==> src/rtl/mux_pkg.sv <==
// -----------------------------------------------------------------------------
// mux_pkg
//   Shared definitions for the stream_mux_rr block:
//     MODE_FIXED / MODE_RR : values of the 'mode' input
//     grant_vec_t          : widest grant vector the helpers accept
//     onehot_to_idx()      : index of the set bit in a one-hot grant
// -----------------------------------------------------------------------------
package mux_pkg;

    localparam logic MODE_FIXED = 1'b0;
    localparam logic MODE_RR    = 1'b1;

    // Upper bound on channel count handled by onehot_to_idx.
    localparam int unsigned MAX_N = 32;

    typedef logic [MAX_N-1:0] grant_vec_t;

    // Returns the index of the set bit; 0 when no bit is set.
    function automatic int unsigned onehot_to_idx(input grant_vec_t oh);
        int unsigned idx;
        idx = 0;
        for (int unsigned i = 0; i < MAX_N; i++) begin
            if (oh[i]) idx = i;
        end
        return idx;
    endfunction

endpackage

==> src/rtl/rr_arbiter.sv <==
// -----------------------------------------------------------------------------
// rr_arbiter
//   Combinational one-hot grant generator for stream_mux_rr.
//   Ports:
//     req   in  N     per-channel request (in_valid)
//     ptr   in  SELW  round-robin start position
//     mode  in  1     MODE_FIXED or MODE_RR
//     sel   in  SELW  channel used in fixed mode (>= N grants nothing)
//     grant out N     one-hot grant, zero when nothing is granted
// -----------------------------------------------------------------------------
module rr_arbiter
    import mux_pkg::*;
#(
    parameter  int N    = 4,
    localparam int SELW = $clog2(N)
) (
    input  logic [N-1:0]    req,
    input  logic [SELW-1:0] ptr,
    input  logic            mode,
    input  logic [SELW-1:0] sel,
    output logic [N-1:0]    grant
);

    logic [N-1:0] mask_hi;
    logic [N-1:0] req_hi;
    logic [N-1:0] rr_grant;
    logic [N-1:0] fixed_grant;

    always_comb begin
        // NOTE: every combinational output gets a default before any branch,
        // otherwise an unassigned path infers a latch.
        mask_hi     = '0;
        fixed_grant = '0;
        for (int k = 0; k < N; k++) begin
            mask_hi[k]     = (SELW'(k) >= ptr);
            fixed_grant[k] = req[k] && (sel == SELW'(k));
        end
    end

    // Round robin: lowest requester at or above ptr, else wrap to the lowest
    // requester overall. x & -x isolates the lowest set bit.
    assign req_hi   = req & mask_hi;
    assign rr_grant = (|req_hi) ? (req_hi & (~req_hi + N'(1)))
                                : (req & (~req + N'(1)));

    assign grant = (mode == MODE_RR) ? rr_grant : fixed_grant;

endmodule

==> src/rtl/stream_mux_rr.sv <==
// -----------------------------------------------------------------------------
// stream_mux_rr
//   Registered N-channel valid/ready stream multiplexer with fixed-select and
//   round-robin arbitration, feeding a single-entry output register.
//   Optional packet locking is enabled by defining STREAM_MUX_LOCK_EN, which
//   adds the in_last port and holds the grant on one channel until its
//   in_last beat is accepted.
//   Ports:
//     clk, rst        clock, synchronous active-high reset
//     mode, sel       arbitration mode and fixed-mode channel
//     in_data         N*WIDTH, channel k at [k*WIDTH +: WIDTH]
//     in_valid/ready  per-channel handshake (in_ready combinational)
//     in_last         end-of-packet flags (STREAM_MUX_LOCK_EN only)
//     out_data/out_ch registered beat and its source channel
//     out_valid/ready output handshake
// -----------------------------------------------------------------------------
module stream_mux_rr
    import mux_pkg::*;
#(
    parameter  int N     = 4,
    parameter  int WIDTH = 8,
    localparam int SELW  = $clog2(N)
) (
    input  logic               clk,
    input  logic               rst,
    input  logic               mode,
    input  logic [SELW-1:0]    sel,
    input  logic [N*WIDTH-1:0] in_data,
    input  logic [N-1:0]       in_valid,
    output logic [N-1:0]       in_ready,
`ifdef STREAM_MUX_LOCK_EN
    input  logic [N-1:0]       in_last,
`endif
    output logic [WIDTH-1:0]   out_data,
    output logic [SELW-1:0]    out_ch,
    output logic               out_valid,
    input  logic               out_ready
);

    logic [SELW-1:0]  ptr_q,       ptr_d;
    logic [WIDTH-1:0] out_data_q,  out_data_d;
    logic [SELW-1:0]  out_ch_q,    out_ch_d;
    logic             out_valid_q, out_valid_d;

    logic [N-1:0]     arb_grant;
    logic [N-1:0]     grant;
    logic             load;
    logic             accept;
    logic             acc_last;
    logic [SELW-1:0]  acc_ch;
    logic [WIDTH-1:0] acc_data;

    rr_arbiter #(.N(N)) u_arb (
        .req   (in_valid),
        .ptr   (ptr_q),
        .mode  (mode),
        .sel   (sel),
        .grant (arb_grant)
    );

`ifdef STREAM_MUX_LOCK_EN
    logic            lock_q,    lock_d;
    logic [SELW-1:0] lock_ch_q, lock_ch_d;
    logic [N-1:0]    lock_grant;

    // While locked only the locked channel may be granted, whatever the mode.
    always_comb begin
        lock_grant = '0;
        for (int k = 0; k < N; k++) begin
            lock_grant[k] = in_valid[k] && (lock_ch_q == SELW'(k));
        end
    end

    assign grant    = lock_q ? lock_grant : arb_grant;
    assign acc_last = |(in_last & grant);
`else
    assign grant    = arb_grant;
    assign acc_last = 1'b1;
`endif

    // Output slot can take a beat when empty or being drained this cycle.
    assign load     = !out_valid_q || out_ready;
    assign in_ready = grant & {N{load}};
    assign accept   = |in_ready;
    assign acc_ch   = SELW'(onehot_to_idx(grant_vec_t'(grant)));

    always_comb begin
        acc_data = '0;
        for (int k = 0; k < N; k++) begin
            if (grant[k]) acc_data = in_data[k*WIDTH +: WIDTH];
        end
    end

    always_comb begin
        ptr_d       = ptr_q;
        out_data_d  = out_data_q;
        out_ch_d    = out_ch_q;
        out_valid_d = out_valid_q;
`ifdef STREAM_MUX_LOCK_EN
        lock_d      = lock_q;
        lock_ch_d   = lock_ch_q;
`endif
        if (accept) begin
            out_data_d  = acc_data;
            out_ch_d    = acc_ch;
            out_valid_d = 1'b1;
            // Pointer moves past the winner only at a packet boundary
            // (every beat when locking is not built in).
            if (mode == MODE_RR && acc_last) begin
                ptr_d = (acc_ch == SELW'(N-1)) ? '0 : acc_ch + SELW'(1);
            end
`ifdef STREAM_MUX_LOCK_EN
            lock_d    = !acc_last;
            lock_ch_d = acc_ch;
`endif
        end else if (out_ready) begin
            out_valid_d = 1'b0;
        end
    end

    always_ff @(posedge clk) begin
        // NOTE: sequential state uses non-blocking assignments so every
        // register samples pre-edge values regardless of statement order.
        if (rst) begin
            ptr_q       <= '0;
            out_data_q  <= '0;
            out_ch_q    <= '0;
            out_valid_q <= 1'b0;
`ifdef STREAM_MUX_LOCK_EN
            lock_q      <= 1'b0;
            lock_ch_q   <= '0;
`endif
        end else begin
            ptr_q       <= ptr_d;
            out_data_q  <= out_data_d;
            out_ch_q    <= out_ch_d;
            out_valid_q <= out_valid_d;
`ifdef STREAM_MUX_LOCK_EN
            lock_q      <= lock_d;
            lock_ch_q   <= lock_ch_d;
`endif
        end
    end

    assign out_data  = out_data_q;
    assign out_ch    = out_ch_q;
    assign out_valid = out_valid_q;

endmodule
==> config.mk <==
export PLATFORM = sky130hd
export DESIGN_NAME = stream_mux_rr
export DESIGN_NICKNAME = d
export VERILOG_FILES = /design/src/rtl/mux_pkg.sv /design/src/rtl/rr_arbiter.sv /design/src/rtl/stream_mux_rr.sv
export SDC_FILE = /design/constraint.sdc
export NUM_CORES = 1
export LEC_CHECK = 0
export ABC_AREA = 1
export BUFFER_PORTS_ARGS = -buffer_cell sky130_fd_sc_hd__buf_2
export CAP_MARGIN = 40
export CORE_MARGIN = 3
export CORE_UTILIZATION = 43
export DETAILED_ROUTE_END_ITERATION = 10
export PLACE_DENSITY = 0.79
export SKIP_CTS_REPAIR_TIMING = 1
export SLEW_MARGIN = 20
export SYNTH_ARGS = -nofsm -noshare
export SYNTH_HDL_FRONTEND = slang
export SYNTH_SLANG_ARGS = --single-unit
export TNS_END_PERCENT = 100
==> constraint.sdc <==
create_clock -name clk -period 1.7 [get_ports clk]
set_clock_uncertainty 0.2 [all_clocks]
set_input_delay 0.34 -clock clk [delete_from_list [all_inputs] [get_ports clk]]
set_output_delay 0.34 -clock clk [all_outputs]
set_load 0.02 [all_outputs]
* Yosys cells after proc, flatten, opt, wreduce, memory -nomap -nowiden
Cells that the tools add are included.
** Cells by class
- $add $sub $neg :: 3
- Order comparisons :: 4
- Equality and inequality tests :: 4
- Multiplexer cells :: 12
- Bitwise gates (word level) :: 6
- Reductions and logical operators :: 11
** Operators with widths (count)
- $mux W8 :: 4
- $and A4 B4 Y4 :: 4
- $add A4 B1 Y4 const B :: 2
- $mux W4 :: 2
- $not A4 Y4 :: 2
- $reduce_or A4 Y1 :: 2
- $eq A2 B2 Y1 const B :: 3
- $mux W2 :: 3
- $ge A1 B2 Y1 const A :: 2
- $ge A2 B2 Y1 const A :: 2
- $logic_and A1 B1 Y1 :: 4
- $mux W1 :: 3
- $add A2 B1 Y2 const B :: 1
- $eq A2 B1 Y1 const B :: 1
- $logic_not A2 Y1 :: 1
- $reduce_and A2 Y1 :: 1
- $reduce_bool A2 Y1 :: 1
- $logic_not A1 Y1 :: 1
- $logic_or A1 B1 Y1 :: 1
** Word-level totals
- Bits in registers :: 13
- Input bits :: 42
- Output and inout bits :: 15

* Depth between registers and ports, before layout
- Depth after elaboration :: 12
- Depth in mapped cells :: 14
- Gate-level depth less buffers :: 14

* Modules after synthesis
Synthesis repeated with hierarchy kept, for this count alone.
** Second synthesis, totals
- Cells, all modules :: 198
- Area total of the unflattened synthesis :: 1166.1 um^2
** Modules (own cells, without submodules)
- stream_mux_rr :: times used 1, cells each 164, area an instance 1016.0 um^2
- rr_arbiter :: times used 1, cells each 34, area an instance 150.1 um^2

* Worst setup path after synthesis
Ideal clock, no wire load.
- Kind :: flip-flop to output port
- From :: reg ptr_q[1]
- To :: out in_ready[1]
- Arrival time :: 1.243 ns
- Data required time :: 1.160 ns
- Setup slack :: -0.083 ns
- Stages on the path, launching flop included :: 7
- Cells stage by stage :: dfxtp_1 nor2_2 a21oi_1 nand3_1 nand2_2 nand2_1 nor2_1
** On the way
- Longest elaborated chain between the ends :: 8
- Elaborated cells between the ends (all ways) :: 12
- Those cells by class :: 1 x add/sub; 4 x order compare; 2 x mux; 4 x bitwise; 1 x reduce/logical
** RTL lines
- start, declared :: line stream_mux_rr.sv:40 : logic [SELW-1:0] ptr_q, ptr_d;
- start signal, assigned :: line stream_mux_rr.sv:134 : ptr_q <= ptr_d;
- $ge A1 B2 Y1 :: line rr_arbiter.sv:35 : mask_hi[k] = (SELW'(k) >= ptr);
- $and A4 B4 Y4 (*) :: line rr_arbiter.sv:42 : assign req_hi = req & mask_hi;
- $not A4 Y4 :: line rr_arbiter.sv:43 : assign rr_grant = (|req_hi) ? (req_hi & (~req_hi + N'(1)))
- $add A4 B1 Y4 :: line rr_arbiter.sv:43
- $and A4 B4 Y4 :: line rr_arbiter.sv:43
- $mux W4 (*) :: line rr_arbiter.sv:43
- $mux W4 (*) :: line rr_arbiter.sv:46 : assign grant = (mode == MODE_RR) ? rr_grant : fixed_grant;
- $and A4 B4 Y4 (*) :: line stream_mux_rr.sv:83 : assign in_ready = grant & {N{load}};
- end, declared :: line stream_mux_rr.sv:30 : output logic [N-1:0] in_ready,
Mark *: on every way between the ends. The rest lies on a longest branch, timed or not.

* Final worst setup path
- From :: reg ptr_q[1]
- To :: out in_ready[0]
The elaborated chain is that of the path after synthesis.

==> results.md <==
* Final Power at 1.157 mW
* FF/Latch Area at 267.8 um^2
* Outcome: finished, violations left
* Min Tclk post-route at 1971 ps
* Yosys top cell area share at 0.2613
* Core area at 0.002082 mm^2
* H-tree depth at 1
* Worst EP required at 1160 ps
* Top sig layer: met4
* Finished Layout Cells at 266
* Placed Area at 0.001451 mm^2
* CP endpoint kind: primary output
* Max clock buf depth at 2
* Hold WC Path Type: in -> reg
* Sw power at 0.4733 mW
* Reg2Reg Depth at 12
* #FFs+latches synth at 13
* Num ports at 57
* Met2 routed WL at 1831 um
* Failing checks: setup timing
* Simple-gate area share of the yosys netlist at 0.5050
* CP max stage cell: dfxtp_4
* Netlist cell types at 24
* Synth Cell Area at 996.0 um^2
* Pwr Density at 693.3 mW/mm^2
* Setup ws final at -270.8 ps
* Total Wirelength at 3539 um
* Row count at 16
* Post-synthesis mux area share at 0
* Synth area leader: dfxtp_1
* DR WL/cell at 13.30 um
* Peak supply drop at 0.8750 mV
* Total GRT Usage at 0.2228
* Setup TNS at -2520 ps
* First-pass DRT Iterations at 4
* Period Utilization, post-route at 1.159
* Hold path startpoint: rst
* Rel. slew slack at 0.8243
* Crit Path Max Fanout at 3
* Most used cell along the critical path: nand2_2
* Synth area leaders: dfxtp_1 (26%), nand2_1 (18%), nand3_1 (13%), a21oi_1 (7.0%), nand4_1 (6.3%)
* Tightest Pin Transition at 262.0 ps
* Leakage Power at 0.8723 nW
* Hold-critical path depth at 2
* Pre-CTS WS at -180.2 ps
* Power Internal at 0.6839 mW
* Layout net count at 282
* Switch share at 0.4090
* Detailed placement HPWL at 2590 um
* # diodes at 0
* Combinational power share at 0.519
* Critical path type: reg -> out
* Routed Antenna Nets at 0
* Adder-cell area share of the yosys netlist at 0
* Placed insts at 259
* Seq pwr share at 0.322
* YS warnings at 0
* Final instance area at 0.001669 mm^2
* Worst-Skew Late Latency at 270 ps
* Worst Setup SP: ptr_q[1]
* Synth Net Count at 205
* Max Cap Viol at 0
* Main combinational cell family by area after synthesis: simple AND/OR/NAND/NOR gates
* Pins Over Slew Limit at 0
* Area Growth Syn to Fin at 67.59%
* CTS tree: done
* Fin Hold WS at 176.8 ps
* Clock Tree Root: clkbuf_4
* Total grt overflow at 0
* Die width at 54.13 um
* Clock share of power at 0.159
* Setup violations, final at 17
* Mapped Cells at 163
* Initial Utilization at 0.4784
* Antenna violations before repair at 0
* Fin util at 0.8017
* DR DRC count at 0
* Share of layout cells above drive strength 1 at 0.5146
* Critical path startpoint category: flip-flop
* RSZ-0062 raised after global routing: true
* Die area at 0.002930 mm^2
* I/O Buffers at 56
* Final Hold Fails at 0
* Crit path arrival time at 1430 ps
* Initial drt markers at 35
* Worst-path cell chain: nand2_2 -> nand2_2 -> nand2_4 -> o21ai_1 -> nand3_2 -> a21oi_2 -> buf_4
* Inserted Clock Buffers at 3
* Chip height at 54.13 um
* Layout fillers at 144
* CP peak stage delay at 390 ps
* Routed vias at 1405
* Number of global-route vias before repair at 1211
* Met3 Wirelength at 256 um
* Placer Congestion at 0.8500
* Largest net degree at the start of global routing at 12
* R2R Path Start: ptr_q[1]
* Vias per cell at 5.282
* CTS clk-pin slew, worst paths at 80 ps
* Syn Area/Cell at 6.110 um^2
* First-pass GRT wire length at 4843 um
* Sink Count at 13
* Multi-input gate area at 774.5 um^2
* M1 WL at 1358 um
* Post-synthesis sequential area ratio at 0.2613
* Compound-Gate Fraction of Synth Area at 0.1244
* Fmax at 507.4 MHz
* Synth Area in XOR/XNOR at 0
worst max-delay path: cells and delay by family, from the launching register on:
family                 cells  cell delay (ps)
and+or+nand+nor            4              320
DFF                        1              390
AOI/OAI and AO/OA          2              300
buffers and inverters      1              150
synthesized netlist by cell type:
cell      number
nand2_1       48
nand3_1       25
inv_1         15
a21oi_1       14
dfxtp_1       13
nand4_1       10
nor2_1         8
nand2_2        7
nand2_4        3
buf_6          2
clkinv_1       2
inv_2          2
nor2_2         2
o21ai_1        2
a21boi_1       1
a21boi_2       1
a21oi_2        1
buf_2          1
clkbuf_1       1
inv_4          1
nand3_2        1
nor3_1         1
o21ai_2        1
o31ai_1        1
worst paths after layout:
kind,end,slack (ps)
min reg2reg,out_data[2],260
min,out_data[7],180
max reg2reg,out_data[5],-180
max,in_ready[0],-270
power groups by stage:
stage               Sequential (mW)  Clock, mW  Combinational [mW]
CTS                           0.366      0.190               0.502
finish                        0.372      0.184               0.600
global placement              0.372          0               0.489
floorplan                     0.414          0               0.255
global route                  0.376      0.202               0.655
detailed placement            0.373          0               0.500
state kept, by name (all words and copies together) (netlist names):
signal,count
ptr_q,2
out_valid,1
out_data,8
out_ch,2
layout by cell type (no fill, tap or decap):
cell,count
a21boi_1,1
a21boi_2,1
a21oi_1,9
a21oi_2,3
a21oi_4,3
buf_12,3
buf_2,52
buf_4,17
buf_6,3
clkbuf_4,3
clkinv_2,2
dfxtp_1,11
dfxtp_4,2
inv_1,12
inv_2,4
inv_4,3
nand2_1,41
nand2_2,8
nand2_4,10
nand3_1,21
nand3_2,4
nand3_4,1
nand4_1,10
nor2_1,7
nor2_2,1
nor2_4,2
nor3_1,1
o21ai_1,2
o21ai_4,1
o31ai_1,1
layer usage:
metal | track usage | vias up
met5 | 0 | -
met4 | 0.06224 | 0
met3 | 0.05263 | 10
met2 | 0.4024 | 68
met1 | 0.2570 | 635
li1 | - | 692
cell families (layout without fill, tap and decap cells):
| group | after synthesis | in the layout |
|---|---|---|
| buffers and inverters | 24 | 99 |
| flip-flops | 13 | 13 |
| AND/OR/NAND/NOR | 105 | 106 |
| AO/OA/AOI/OAI | 21 | 21 |
layout make-up:
type                    count  area share
inverters                  20     0.05022
multi-input cells         127      0.4640
clock buffers               3     0.01349
well taps                  27     0.02024
flip-flops and latches     13      0.1604
repair buffers             75      0.2886
clock inverters             1    0.002999
Note: power is estimated with default switching activity, not from simulation.
